[src/rtl/acia_rx_ctrl_if.sv]
// Bundle between the serial receiver / ACIA register decode (master) and the
// receive controller (slave).
interface acia_rx_ctrl_if #(
  parameter int FIFO_DEPTH = 4
);
  localparam int LVL_W = $clog2(FIFO_DEPTH) + 1;

  logic [7:0]       rx_dat_i;
  logic             rx_stb_i;
  logic             rd_stb_i;
  logic             clr_ovr_i;
  logic             irq_en_i;
  logic [7:0]       rd_dat_o;
  logic             rx_ready_o;
  logic             rx_full_o;
  logic [LVL_W-1:0] level_o;
  logic             overrun_o;
  logic             timeout_o;
  logic             irq_o;

  modport master (
    output rx_dat_i, rx_stb_i, rd_stb_i, clr_ovr_i, irq_en_i,
    input  rd_dat_o, rx_ready_o, rx_full_o, level_o, overrun_o, timeout_o, irq_o
  );

  modport slave (
    input  rx_dat_i, rx_stb_i, rd_stb_i, clr_ovr_i, irq_en_i,
    output rd_dat_o, rx_ready_o, rx_full_o, level_o, overrun_o, timeout_o, irq_o
  );
endinterface

[src/rtl/acia_rx_ctrl.sv]
// ACIA receive controller: byte FIFO with show-ahead read, sticky overrun,
// idle timeout and a single maskable level interrupt.
module acia_rx_ctrl #(
  parameter int FIFO_DEPTH     = 4,
  parameter int IRQ_LEVEL      = 1,
  parameter int TIMEOUT_CYCLES = 4096
) (
  input  logic          clk,
  input  logic          rst_ni,
  acia_rx_ctrl_if.slave bus
);
  localparam int PTR_W = $clog2(FIFO_DEPTH);
  localparam int LVL_W = PTR_W + 1;
  localparam int CNT_W = $clog2(TIMEOUT_CYCLES + 1);

  logic [7:0]       mem_q [FIFO_DEPTH];
  logic [PTR_W-1:0] wr_ptr_q, wr_ptr_d;
  logic [PTR_W-1:0] rd_ptr_q, rd_ptr_d;
  logic [LVL_W-1:0] level_q, level_d;
  logic [CNT_W-1:0] tmo_cnt_q, tmo_cnt_d;
  logic             overrun_q, overrun_d;
  logic             irq_q, irq_d;

  logic             empty_s;
  logic             full_s;
  logic             pop_s;
  logic             push_s;
  logic             drop_s;
  logic             timeout_s;

  // Next-state computation for pointers, level, flags and interrupt.
  always_comb begin
    empty_s   = (level_q == {LVL_W{1'b0}});
    full_s    = (level_q == LVL_W'(FIFO_DEPTH));
    timeout_s = (tmo_cnt_q == CNT_W'(TIMEOUT_CYCLES));
    pop_s     = bus.rd_stb_i & ~empty_s;
    // A pop in the same cycle frees the slot a full FIFO would otherwise lack.
    push_s    = bus.rx_stb_i & (~full_s | pop_s);
    drop_s    = bus.rx_stb_i & ~push_s;

    wr_ptr_d  = wr_ptr_q;
    rd_ptr_d  = rd_ptr_q;
    level_d   = level_q;
    tmo_cnt_d = tmo_cnt_q;
    overrun_d = overrun_q;

    if (push_s) begin
      wr_ptr_d = wr_ptr_q + PTR_W'(1);
    end else begin
      wr_ptr_d = wr_ptr_q;
    end

    if (pop_s) begin
      rd_ptr_d = rd_ptr_q + PTR_W'(1);
    end else begin
      rd_ptr_d = rd_ptr_q;
    end

    case ({push_s, pop_s})
      2'b10:   level_d = level_q + LVL_W'(1);
      2'b01:   level_d = level_q - LVL_W'(1);
      default: level_d = level_q;
    endcase

    if (drop_s) begin
      overrun_d = 1'b1;
    end else if (bus.clr_ovr_i) begin
      overrun_d = 1'b0;
    end else begin
      overrun_d = overrun_q;
    end

    if (push_s | pop_s | empty_s) begin
      tmo_cnt_d = {CNT_W{1'b0}};
    end else if (!timeout_s) begin
      tmo_cnt_d = tmo_cnt_q + CNT_W'(1);
    end else begin
      tmo_cnt_d = tmo_cnt_q;
    end

    irq_d = bus.irq_en_i &
            ((level_q >= LVL_W'(IRQ_LEVEL)) | timeout_s | overrun_q);
  end

  // Control state registers with synchronous active-low reset.
  always_ff @(posedge clk) begin
    if (!rst_ni) begin
      wr_ptr_q  <= {PTR_W{1'b0}};
      rd_ptr_q  <= {PTR_W{1'b0}};
      level_q   <= {LVL_W{1'b0}};
      tmo_cnt_q <= {CNT_W{1'b0}};
      overrun_q <= 1'b0;
      irq_q     <= 1'b0;
    end else begin
      wr_ptr_q  <= wr_ptr_d;
      rd_ptr_q  <= rd_ptr_d;
      level_q   <= level_d;
      tmo_cnt_q <= tmo_cnt_d;
      overrun_q <= overrun_d;
      irq_q     <= irq_d;
    end
  end

  // FIFO storage; contents are don't-care while the level is zero.
  always_ff @(posedge clk) begin
    if (push_s) begin
      mem_q[wr_ptr_q] <= bus.rx_dat_i;
    end
  end

  assign bus.rd_dat_o   = empty_s ? 8'h00 : mem_q[rd_ptr_q];
  assign bus.rx_ready_o = ~empty_s;
  assign bus.rx_full_o  = full_s;
  assign bus.level_o    = level_q;
  assign bus.overrun_o  = overrun_q;
  assign bus.timeout_o  = timeout_s;
  assign bus.irq_o      = irq_q;
endmodule
[src/flat_wrapper.sv]
// flat-port wrapper written by rule: the top's interface ports become plain ports
module acia_rx_ctrl_flat 
#(
  parameter int FIFO_DEPTH     = 4,
  parameter int IRQ_LEVEL      = 1,
  parameter int TIMEOUT_CYCLES = 4096
)
  (clk, rst_ni, bus_rx_dat_i, bus_rx_stb_i, bus_rd_stb_i, bus_clr_ovr_i, bus_irq_en_i, bus_rd_dat_o, bus_rx_ready_o, bus_rx_full_o, bus_level_o, bus_overrun_o, bus_timeout_o, bus_irq_o);
  acia_rx_ctrl_if #(.FIFO_DEPTH(FIFO_DEPTH)) bus_i ();
  input  logic clk;
  input  logic rst_ni;
  input wire logic [$bits(bus_i.rx_dat_i)-1:0] bus_rx_dat_i;
  input wire logic [$bits(bus_i.rx_stb_i)-1:0] bus_rx_stb_i;
  input wire logic [$bits(bus_i.rd_stb_i)-1:0] bus_rd_stb_i;
  input wire logic [$bits(bus_i.clr_ovr_i)-1:0] bus_clr_ovr_i;
  input wire logic [$bits(bus_i.irq_en_i)-1:0] bus_irq_en_i;
  output wire logic [$bits(bus_i.rd_dat_o)-1:0] bus_rd_dat_o;
  output wire logic [$bits(bus_i.rx_ready_o)-1:0] bus_rx_ready_o;
  output wire logic [$bits(bus_i.rx_full_o)-1:0] bus_rx_full_o;
  output wire logic [$bits(bus_i.level_o)-1:0] bus_level_o;
  output wire logic [$bits(bus_i.overrun_o)-1:0] bus_overrun_o;
  output wire logic [$bits(bus_i.timeout_o)-1:0] bus_timeout_o;
  output wire logic [$bits(bus_i.irq_o)-1:0] bus_irq_o;
  assign bus_i.rx_dat_i = bus_rx_dat_i;
  assign bus_i.rx_stb_i = bus_rx_stb_i;
  assign bus_i.rd_stb_i = bus_rd_stb_i;
  assign bus_i.clr_ovr_i = bus_clr_ovr_i;
  assign bus_i.irq_en_i = bus_irq_en_i;
  assign bus_rd_dat_o = bus_i.rd_dat_o;
  assign bus_rx_ready_o = bus_i.rx_ready_o;
  assign bus_rx_full_o = bus_i.rx_full_o;
  assign bus_level_o = bus_i.level_o;
  assign bus_overrun_o = bus_i.overrun_o;
  assign bus_timeout_o = bus_i.timeout_o;
  assign bus_irq_o = bus_i.irq_o;
  acia_rx_ctrl #(.FIFO_DEPTH(FIFO_DEPTH), .IRQ_LEVEL(IRQ_LEVEL), .TIMEOUT_CYCLES(TIMEOUT_CYCLES)) u_core (.clk(clk), .rst_ni(rst_ni), .bus(bus_i));
endmodule
[config.mk]
export PLATFORM = sky130hd
export DESIGN_NAME = acia_rx_ctrl_flat
export DESIGN_NICKNAME = d
export VERILOG_FILES = /design/src/rtl/acia_rx_ctrl_if.sv /design/src/rtl/acia_rx_ctrl.sv /design/src/flat_wrapper.sv
export SDC_FILE = /design/constraint.sdc
export NUM_CORES = 1
export LEC_CHECK = 0
export BUFFER_PORTS_ARGS = -buffer_cell sky130_fd_sc_hd__buf_2
export CORE_MARGIN = 2
export CORE_UTILIZATION = 50
export DETAILED_ROUTE_END_ITERATION = 10
export MAX_ROUTING_LAYER = met4
export PLACE_DENSITY = 0.81
export REMOVE_ABC_BUFFERS = 1
export SYNTH_ARGS = -nofsm -noshare
export SYNTH_HDL_FRONTEND = slang
export SYNTH_SLANG_ARGS = --single-unit
[constraint.sdc]
create_clock -name clk -period 2.3 [get_ports clk]
set_input_delay 0.46 -clock clk [delete_from_list [all_inputs] [get_ports clk]]
set_output_delay 0.46 -clock clk [all_outputs]
set_load 0.1 [all_outputs]
**Word level (Yosys, flattened, before mapping)**

Memories as Yosys holds them, arrays and structs flattened. A register that Yosys moved wholly into a read port is not among the register bits.
Cells that the tools add are included.

- Register bits: 22
- RAM bits: 32
- Bits of input ports: 14
- Logic and storage cells: 42
- Memories: 1

Memory list:

| memory | depth | width | read ports | clocked after memory_dff | wr ports | line | text |
|---|---|---|---|---|---|---|---|
| u_core.mem_q | 4 | 8 | 1 | 1 | 1 | acia_rx_ctrl.sv:16 | `logic [7:0] mem_q [FIFO_DEPTH];` |

- $add $sub $neg: 5
- $lt $le $gt $ge: 1
- Equality and inequality tests: 4
- Mux-type cells: 8
- Bitwise logic cells: 13
- Reductions and logical operators: 4

Operator list:

| kind | number |
|---|---|
| 13-bit by 1-bit adder with 13-bit output, second input constant | 1 |
| 13-bit == test, second input constant | 1 |
| 8-bit 2-to-1 mux | 1 |
| 3-bit case mux with 2 select lines | 1 |
| 1-bit bitwise OR | 5 |
| 2-bit by 1-bit adder with 2-bit output, second input constant | 2 |
| 1-bit bitwise AND | 4 |
| 1-bit 2-to-1 mux | 4 |
| 2-bit 2-to-1 mux | 2 |
| 1-bit NOT | 4 |
| 2-bit nonzero test | 2 |
| 3-bit by 1-bit adder with 3-bit output, second input constant | 1 |
| 3-bit == test, second input constant | 1 |
| 3-bit by 1-bit >= comparator with 1-bit output, second input constant | 1 |
| 3-bit logical NOT | 1 |
| 3-bit by 1-bit subtractor with 3-bit output, second input constant | 1 |
| 2-bit by 1-bit == test with 1-bit output, second input constant | 1 |
| 2-bit == test, second input constant | 1 |
| 2-bit OR reduction | 1 |

**Logic depth before layout (Yosys ltp)**

Gate-level depths: netlist (run 1).

- Word-level depth: 8
- Depth in mapped cells: 11
- Depth with buffers taken out: 10

**Worst setup path before layout (run 1)**

OpenSTA, ideal clock, no wires.

- Path kind: flip-flop to output port
- From: reg u_core.level_q[0] (netlist: u_core.bus.level_o[0])
- To: out bus_rd_dat_o[0]
- Data arrival time: 3.656 ns
- Setup slack: -1.816 ns
- Stages on the path, launching flop included: 7
- Buffers on the path: 1
- Path through: dfxtp_1 > inv_1 > ha_1 > nor2b_1 > clkinv_1 > clkbuf_1 > and2_1

- Longest elaborated chain between the ends: 2

Ends and longest elaborated chain:

| item | line | text |
|---|---|---|
| start, declared | acia_rx_ctrl.sv:19 | `logic [LVL_W-1:0] level_q, level_d;` |
| start signal, assigned | acia_rx_ctrl.sv:90 | `level_q <= {LVL_W{1'b0}};` |
| start signal, assigned | acia_rx_ctrl.sv:97 | `level_q <= level_d;` |
| 3-bit logical NOT | acia_rx_ctrl.sv:33 | `empty_s = (level_q == {LVL_W{1'b0}});` |
| 8-bit 2-to-1 mux | acia_rx_ctrl.sv:111 | `assign bus.rd_dat_o = empty_s ? 8'h00 : mem_q[rd_ptr_q];` |
| end, declared | flat_wrapper.sv:17 | `output wire logic [$bits(bus_i.rd_dat_o)-1:0] bus_rd_dat_o;` |

No other way between the ends.

**Worst setup path after layout (run 1)**

- From: reg u_core.level_q[1] (netlist: u_core.bus.level_o[1])
- To: out bus_rd_dat_o[0]

Same word-level chain as after synthesis.

==> reports/qor.txt, run 1 <==
Origin of the critical flop-to-flop path -> u_core.bus.level_o[1]
Delay-heaviest family, CP -> buffers and inverters
CTS tree -> built
Max frequency -> 458 MHz
1st-iter DRT viols -> 146
Transition at the pin with the smallest max-transition slack -> 0.488 ns
Routed wire length per instance -> 13.8 um
Number of enable flip-flop cells after synthesis -> 32
FILL cells -> 354
HPWL after detailed placement -> 2870 um
Buffer levels on the longest clock path -> 2
Relative max-transition margin -> 67.7%
Vertical die dimension -> 74.4 um
Synth Warn # -> 0
Cell count after synthesis -> 199
Worst min-delay path startpoint -> bus_rx_dat_i[5]
Initial antenna violation count -> 0
Highest ir drop seen on vdd -> 0.569 mV
Diodes inserted -> 0
Vias in the first global route -> 1511
Proportion of netlist area held by the largest area contributor -> 38.7%
Commonest cells in the netlist -> sky130_fd_sc_hd__edfxtp_1 (32), sky130_fd_sc_hd__dfxtp_1 (24), sky130_fd_sc_hd__inv_1 (16)
Fin Clk Skew -> 0.00556 ns
Number of cells traversed by the worst register-to-register path -> 9
CTS buffer count -> 5
Sequential cell area fraction in the yosys report -> 58.1%
CTS H-Tree Depth -> 2
Crit path cell chain -> inv_2, ha_2, nor2b_4, clkinv_1, buf_4, and2_1, buf_12
Nature of the critical path endpoint -> output port
Flop2flop setup slack -> 0.37 ns
First-pass GRT wire length -> 6980 um
Maximum number of pins on one net before global-route repair -> 18
Post-Syn Area per Cell -> 12.5 um^2
Clk sinks -> 56
Area after detailed placement -> 2840 um^2
Area inside the core boundary -> 4750 um^2
Reg clk slew, reported paths -> 0.10 ns
Count of final hold-check violations -> 0
Flip-flop and latch count after synthesis -> 56
Critical path startpoint -> u_core.bus.level_o[1]
Final critical-path share of the clock period -> 94.9%
# DRC -> 0
Core Rows -> 25
Area of the mapped netlist -> 2480 um^2
Outcome -> complete, no violations
Power density of the placed cells -> 1200 nW/um^2
Worst EP required -> 1.84 ns
Count of endpoints failing setup in the final report -> 0
Global route total overflow -> 0
Most area-hungry cell type in the Yosys netlist -> sky130_fd_sc_hd__edfxtp_1
Number of antenna-violating nets in the routed design -> 0
Distinct cell type count after synthesis -> 34
Source-to-sink clock delay at the later pin of the worst-skew pair -> 0.31 ns
Overall routing resource usage -> 17.7%
First-pass detailed-route iteration total -> 4
Share of flip-flops with an asynchronous set or reset after synthesis -> 0%
X dimension of the die -> 74.4 um
Worst setup path end -> bus_rd_dat_o[0]
Number of maximum-capacitance violations -> 0
Number of port buffers -> 29
Leakage component of the power -> 1.08 nW
Delay of the slowest cell on the worst path -> 0.35 ns
Worst hold path class -> in2reg
Crit path buffers/inverters -> 4
Startpoint class of the critical path -> register
Critical path type -> reg2out
Final critical-path setup slack -> 0.117 ns
Most frequent cell after synthesis -> sky130_fd_sc_hd__edfxtp_1
Final-layout worst hold slack -> 0.360 ns
Most frequently used flop master after synthesis -> sky130_fd_sc_hd__edfxtp_1
Worst Path Max Fanout -> 9
Count of pins over their slew limit -> 0
Post-layout net count -> 259
Vias/cell -> 5.37
Post-CTS setup buffers -> 0
Setup repair after global routing missed its margin -> no
Capturing point of the worst reg2reg path -> u_core.bus.level_o[2]
Share of the core filled with cells in the final layout -> 62.4%
Top-level I/O count -> 30
Number of cells on the critical path -> 7
Minimum setup slack after placement -> 0.221 ns
Final non-filler cell area -> 2970 um^2
Dominant cells by area after synthesis -> sky130_fd_sc_hd__edfxtp_1 (39%), sky130_fd_sc_hd__dfxtp_1 (19%), sky130_fd_sc_hd__mux4_2 (7.3%)
Area of the die -> 5540 um^2
Final wirelength -> 4160 um
Layout-stage area growth over the synthesis result -> 19.7%
Layout cell share with drive strength beyond 1 -> 24.4%
Final weighted congestion of routability-driven global placement -> 0.774
Time the worst path needs with I/O delays and setup -> 2.18 ns
Tot Pwr -> 3.57 mW
Slowest stage cell on the critical path -> sky130_fd_sc_hd__dfxtp_2
Count of vias placed by the detailed router -> 1616
Initial core utilization -> 52.2%
Cell at the root of the clock tree -> sky130_fd_sc_hd__clkbuf_8
Arrival time at the worst endpoint -> 1.72 ns
==> report_power, final <==
| part | internal [mW] | switching (mW) | total (mW) |
|---|---|---|---|
| clock network | 0.321 | 0.312 | 0.634 |
| registers | 1.14 | 0.0521 | 1.19 |
| logic | 0.577 | 1.17 | 1.74 |
| total | 2.04 | 1.53 | 3.57 |
==> sequential cells by signal, summed over array words and instances (netlist names), named ones only <==
register / count
u_core.bus.irq_o: 1
u_core.wr_ptr_q: 2
u_core.mem_q: 32
u_core.tmo_cnt_q: 13
u_core.bus.level_o: 3
u_core.bus.overrun_o: 1
u_core.rd_ptr_q: 2
==> layer usage <==
metal	vias to the layer above	wire, um	GRT usage [%]
met2	22	2080	27.5
met3	7	127	4.20
met5	-	0	-
met4	0	70	6.55
met1	783	1880	22.7
li1	804	-	-
==> worst min-delay path by stage <==
stage                           endpoint  slack (ns)  cells past startpoint
floorplan           u_core.tmo_cnt_q[12]        0.45                      2
global placement      u_core.rd_ptr_q[1]        0.48                      2
detailed placement  u_core.tmo_cnt_q[12]        0.48                      2
CTS                   u_core.mem_q[0][5]        0.35                      1
global route          u_core.mem_q[3][1]        0.36                      1
finish                u_core.mem_q[0][5]        0.36                      1
==> through the flow <==
step,setup TNS [ns],cells
after floorplan,-26.98,193
after global placement,0,293
after detailed placement,0,293
after CTS,0,301
after global routing,0,301
final,0,301
==> what timing repair did <==
| action | 4_1_cts | 5_1_grt |
|---|---|---|
| hold endpoints to repair | 0 | 0 |
| resized for setup | 3 | 4 |
| hold buffers | 0 | 0 |
| endpoints found under the setup margin | 9 | 9 |
==> kinds of logic (layout without fill, tap and decap cells) <==
family                     after synthesis  count (layout)  share of synthesized area [%]
adders and majority gates               12              12                           6.05
muxes                                   12              12                           8.88
and+or+nand+nor                         62              62                           14.8
AOI/OAI and AO/OA                       29              29                           6.71
xor gates and xnor gates                 4               4                           1.41
buffers and inverters                   24              59                           3.99
DFF                                     56              56                           58.1
==> layout by cell type, fill, tap and decap left out, types with 2 or more instances in the layout <==
cell type / count
sky130_fd_sc_hd__edfxtp_1: 32
sky130_fd_sc_hd__dfxtp_1: 23
sky130_fd_sc_hd__buf_2: 19
sky130_fd_sc_hd__inv_1: 15
sky130_fd_sc_hd__a21oi_1: 14
sky130_fd_sc_hd__nand3_1: 13
sky130_fd_sc_hd__ha_1: 11
sky130_fd_sc_hd__and2_1: 9
sky130_fd_sc_hd__buf_12: 9
sky130_fd_sc_hd__mux4_2: 8
sky130_fd_sc_hd__nand2_1: 7
sky130_fd_sc_hd__o21ai_0: 7
sky130_fd_sc_hd__nor2_1: 6
sky130_fd_sc_hd__or4_1: 6
sky130_fd_sc_hd__o31ai_1: 5
sky130_fd_sc_hd__clkbuf_8: 5
sky130_fd_sc_hd__buf_4: 5
sky130_fd_sc_hd__and3_1: 4
sky130_fd_sc_hd__mux2i_1: 4
sky130_fd_sc_hd__nor4_1: 2
sky130_fd_sc_hd__nor4b_1: 2
sky130_fd_sc_hd__clkinv_1: 2
sky130_fd_sc_hd__nand3b_1: 2
sky130_fd_sc_hd__or3_2: 2
sky130_fd_sc_hd__or3_1: 2
sky130_fd_sc_hd__xor2_1: 2
sky130_fd_sc_hd__xnor2_1: 2
==> cell type report <==
type                       instances  area (um^2)  share of cell area, %
multi-input combinational        119          951                   32.0
sequential                        56         1440                   48.6
timing repair buffer              33          313                   10.5
inverter                          18         67.6                   2.28
clock inverter                     3         42.5                   1.43
clock buffer                       5         68.8                   2.32
tap                               67         83.8                   2.82
No activity file was read; power rests on OpenSTA's default activity.
==> run 2, diff against run 1 <==
- clock period: 2.3 -> 1.8 ns (I/O delays scaled with it)
==> run 2 against run 1 <==
The run now ends with negative setup slack left. Sequential cell count unchanged. Clock skew rose by 0.0019 ns. Utilization grew 9.4 points. Sequential power increased by 28%. Critical path depth is 3 lower. Critical endpoint is now bus_rd_dat_o[3].
==> reports/qor.txt, run 2 (synthesized netlist as in run 1, its figures left out) <==
Worst Hold Path EP -> u_core.mem_q[2][6]
Total of hold buffers inserted after clock tree synthesis -> 0 (unchanged)
# DRC -> 0 (unchanged)
CTS H-Tree Depth -> 2 (unchanged)
Max frequency -> 504 MHz
Buffer levels on the longest clock path -> 2 (unchanged)
Layout-stage area growth over the synthesis result -> 37.7%
Share of the core filled with cells in the final layout -> 71.8% (+9.4 points)
Vias in the first global route -> 1829 (+21%)
Final weighted congestion of routability-driven global placement -> 0.850 (+9.9%)
Initial core utilization -> 52.2% (unchanged)
Flop2flop setup slack -> -0.10 ns (-0.47 ns)
Crit path cell chain -> buf_6, mux4_2, and2_4, buf_12
Critical path type -> reg2out
Highest ir drop seen on vdd -> 0.839 mV (+47%)
Relative max-transition margin -> 67.8% (+0.10 points)
CTS tree -> built
First-pass GRT wire length -> 8330 um (+19%)
Clk sinks -> 56 (unchanged)
Final critical-path setup slack -> -0.184 ns (-0.301 ns)
X dimension of the die -> 74.4 um (unchanged)
Routed wire length per instance -> 16.4 um (+19%)
Number of cells traversed by the worst register-to-register path -> 10 (+1)
Final wirelength -> 5390 um (+30%)
Slowest stage cell on the critical path -> sky130_fd_sc_hd__mux4_2
Transition at the pin with the smallest max-transition slack -> 0.486 ns (-0.00153 ns)
Overall routing resource usage -> 21.1% (+3.4 points)
Count of final hold-check violations -> 0 (unchanged)
Vias/cell -> 5.51 (+2.6%)
Arrival time at the worst endpoint -> 1.62 ns (-0.10 ns)
Violated checks -> negative setup slack
Time the worst path needs with I/O delays and setup -> 1.98 ns
Final critical-path share of the clock period -> 110%
Area after detailed placement -> 2960 um^2 (+4.1%)
Startpoint class of the critical path -> register
Minimum setup slack after placement -> -0.114 ns (-0.335 ns)
CTS buffer count -> 5 (unchanged)
Area of the die -> 5540 um^2 (unchanged)
Post-layout net count -> 286 (+10%)
Final non-filler cell area -> 3410 um^2 (+15%)
Maximum number of pins on one net before global-route repair -> 17 (-1)
Highest-count cells in the layout ignoring fill and taps -> sky130_fd_sc_hd__edfxtp_1 (32), sky130_fd_sc_hd__dfxtp_1 (19), sky130_fd_sc_hd__buf_4 (18)
Worst EP required -> 1.44 ns (-0.40 ns)
Cells on Worst Hold Path -> 1 (unchanged)
Area inside the core boundary -> 4750 um^2 (unchanged)
Count of vias placed by the detailed router -> 1806 (+12%)
1st-iter DRT viols -> 145 (-0.68%)
Max reg flops -> 32 (unchanged)
Worst hold path class -> in2reg
Layout cell share with drive strength beyond 1 -> 43.7% (+19 points)
Core Rows -> 25 (unchanged)
Power density of the placed cells -> 1540 nW/um^2 (+28%)
Worst Path Max Fanout -> 4 (-5)
Number of maximum-capacitance violations -> 0 (unchanged)
Diodes inserted -> 0 (unchanged)
Source-to-sink clock delay at the later pin of the worst-skew pair -> 0.31 ns (about the same)
Number of port buffers -> 29 (unchanged)
Nature of the critical path endpoint -> output port
Global route total overflow -> 0 (unchanged)
Leakage component of the power -> 1.29 nW (+19%)
Capturing point of the worst reg2reg path -> u_core.bus.level_o[2]
Cell at the root of the clock tree -> sky130_fd_sc_hd__clkbuf_8
Biggest register -> u_core.mem_q
Vertical die dimension -> 74.4 um (unchanged)
Worst min-delay path startpoint -> bus_rx_dat_i[6]
Count of endpoints failing setup in the final report -> 10 (+10)
Number of antenna-violating nets in the routed design -> 0 (unchanged)
Count of pins over their slew limit -> 0 (unchanged)
Origin of the critical flop-to-flop path -> u_core.bus.level_o[1]
Most common cell after layout, fill and taps aside -> sky130_fd_sc_hd__edfxtp_1
Delay of the slowest cell on the worst path -> 0.50 ns (+0.15 ns)
Outcome -> finished, violations left
First-pass detailed-route iteration total -> 5 (+1)
Delay-heaviest family, CP -> multiplexers
Initial antenna violation count -> 0 (unchanged)
Setup repair after global routing missed its margin -> yes
Top-level I/O count -> 30 (unchanged)
Setup total negative slack -> -1.50 ns (-1.50 ns)
Fin Clk Skew -> 0.00751 ns (+0.00195 ns)
HPWL after detailed placement -> 3240 um (+13%)
Crit path buffers/inverters -> 2 (-2)
Post-route insts no fill -> 328 (+9.0%)
Number of placed instances, taps included -> 314 (+7.2%)
Reg clk slew, reported paths -> 0.10 ns (about the same)
## run 2: repair_timing
action / 4_1_cts / 5_1_grt
gates cloned: 1 / 0
endpoints found under the hold margin: 0 / 0
resized for setup: 68 / 19
pin swaps: 16 / 5
endpoints found under the setup margin: 23 / 27
setup buffers: 4 / 1
## run 2: worst max-delay path by stage
| stage | from | to | slack (ns) | depth (start not counted) |
|---|---|---|---|---|
| 6_report | register | bus_rd_dat_o[3] | -0.18 | 4 |
| 5_1_grt | register | bus_rd_dat_o[3] | -0.22 | 4 |
| 3_5_place_dp | u_core.bus.level_o[0] | u_core.bus.level_o[2] | -0.11 | 10 |
| 4_1_cts | register | bus_rd_dat_o[1] | -0.19 | 4 |
| 3_3_place_gp | u_core.bus.level_o[0] | u_core.bus.level_o[2] | -0.06 | 10 |
| 2_1_floorplan | u_core.bus.level_o[0] | bus_rd_dat_o[0] | -1.63 | 5 |
## run 2: worst register-to-register path, cell delays in order, from the launching register on
cell and delay, ns:
sky130_fd_sc_hd__dfxtp_2 0.34, sky130_fd_sc_hd__inv_2 0.05, sky130_fd_sc_hd__ha_4 0.16, sky130_fd_sc_hd__buf_6 0.11, sky130_fd_sc_hd__and3b_1 0.17, sky130_fd_sc_hd__nor2_2 0.10
sky130_fd_sc_hd__inv_2 0.08, sky130_fd_sc_hd__ha_4 0.28, sky130_fd_sc_hd__inv_2 0.04, sky130_fd_sc_hd__or3_4 0.36, sky130_fd_sc_hd__a21oi_2 0.14
## run 2: where the power goes
group	internal [mW]	total (mW)	switching [mW]
logic	1.22	2.95	1.72
clock network	0.412	0.804	0.392
registers	1.46	1.52	0.0583
total	3.10	5.27	2.17
## run 2: area by class of cell
cell class                 count  area (um^2)
clock inverter                 2         35.0
inverter                      18         70.1
sequential                    56         1450
fill                         297         1340
tap                           67         83.8
timing repair buffer          60          629
clock buffer                   6         72.6
multi-input combinational    119         1080
## run 2: stage by stage
step / hold WS, ns / power, mW
after floorplan: 0.450 / 3.07
after global placement: 0.465 / 3.65
after detailed placement: 0.487 / 3.68
after CTS: 0.257 / 5.12
after global routing: 0.265 / 5.45
final: 0.270 / 5.27
## run 2: routing by layer
metal	global-route usage, %	share of wire [%]	vias up
met4	7.14	1.7	0
li1	-	-	860
met5	-	0	-
met2	36.5	53	33
met3	4.74	2.9	9
met1	24.1	42	904
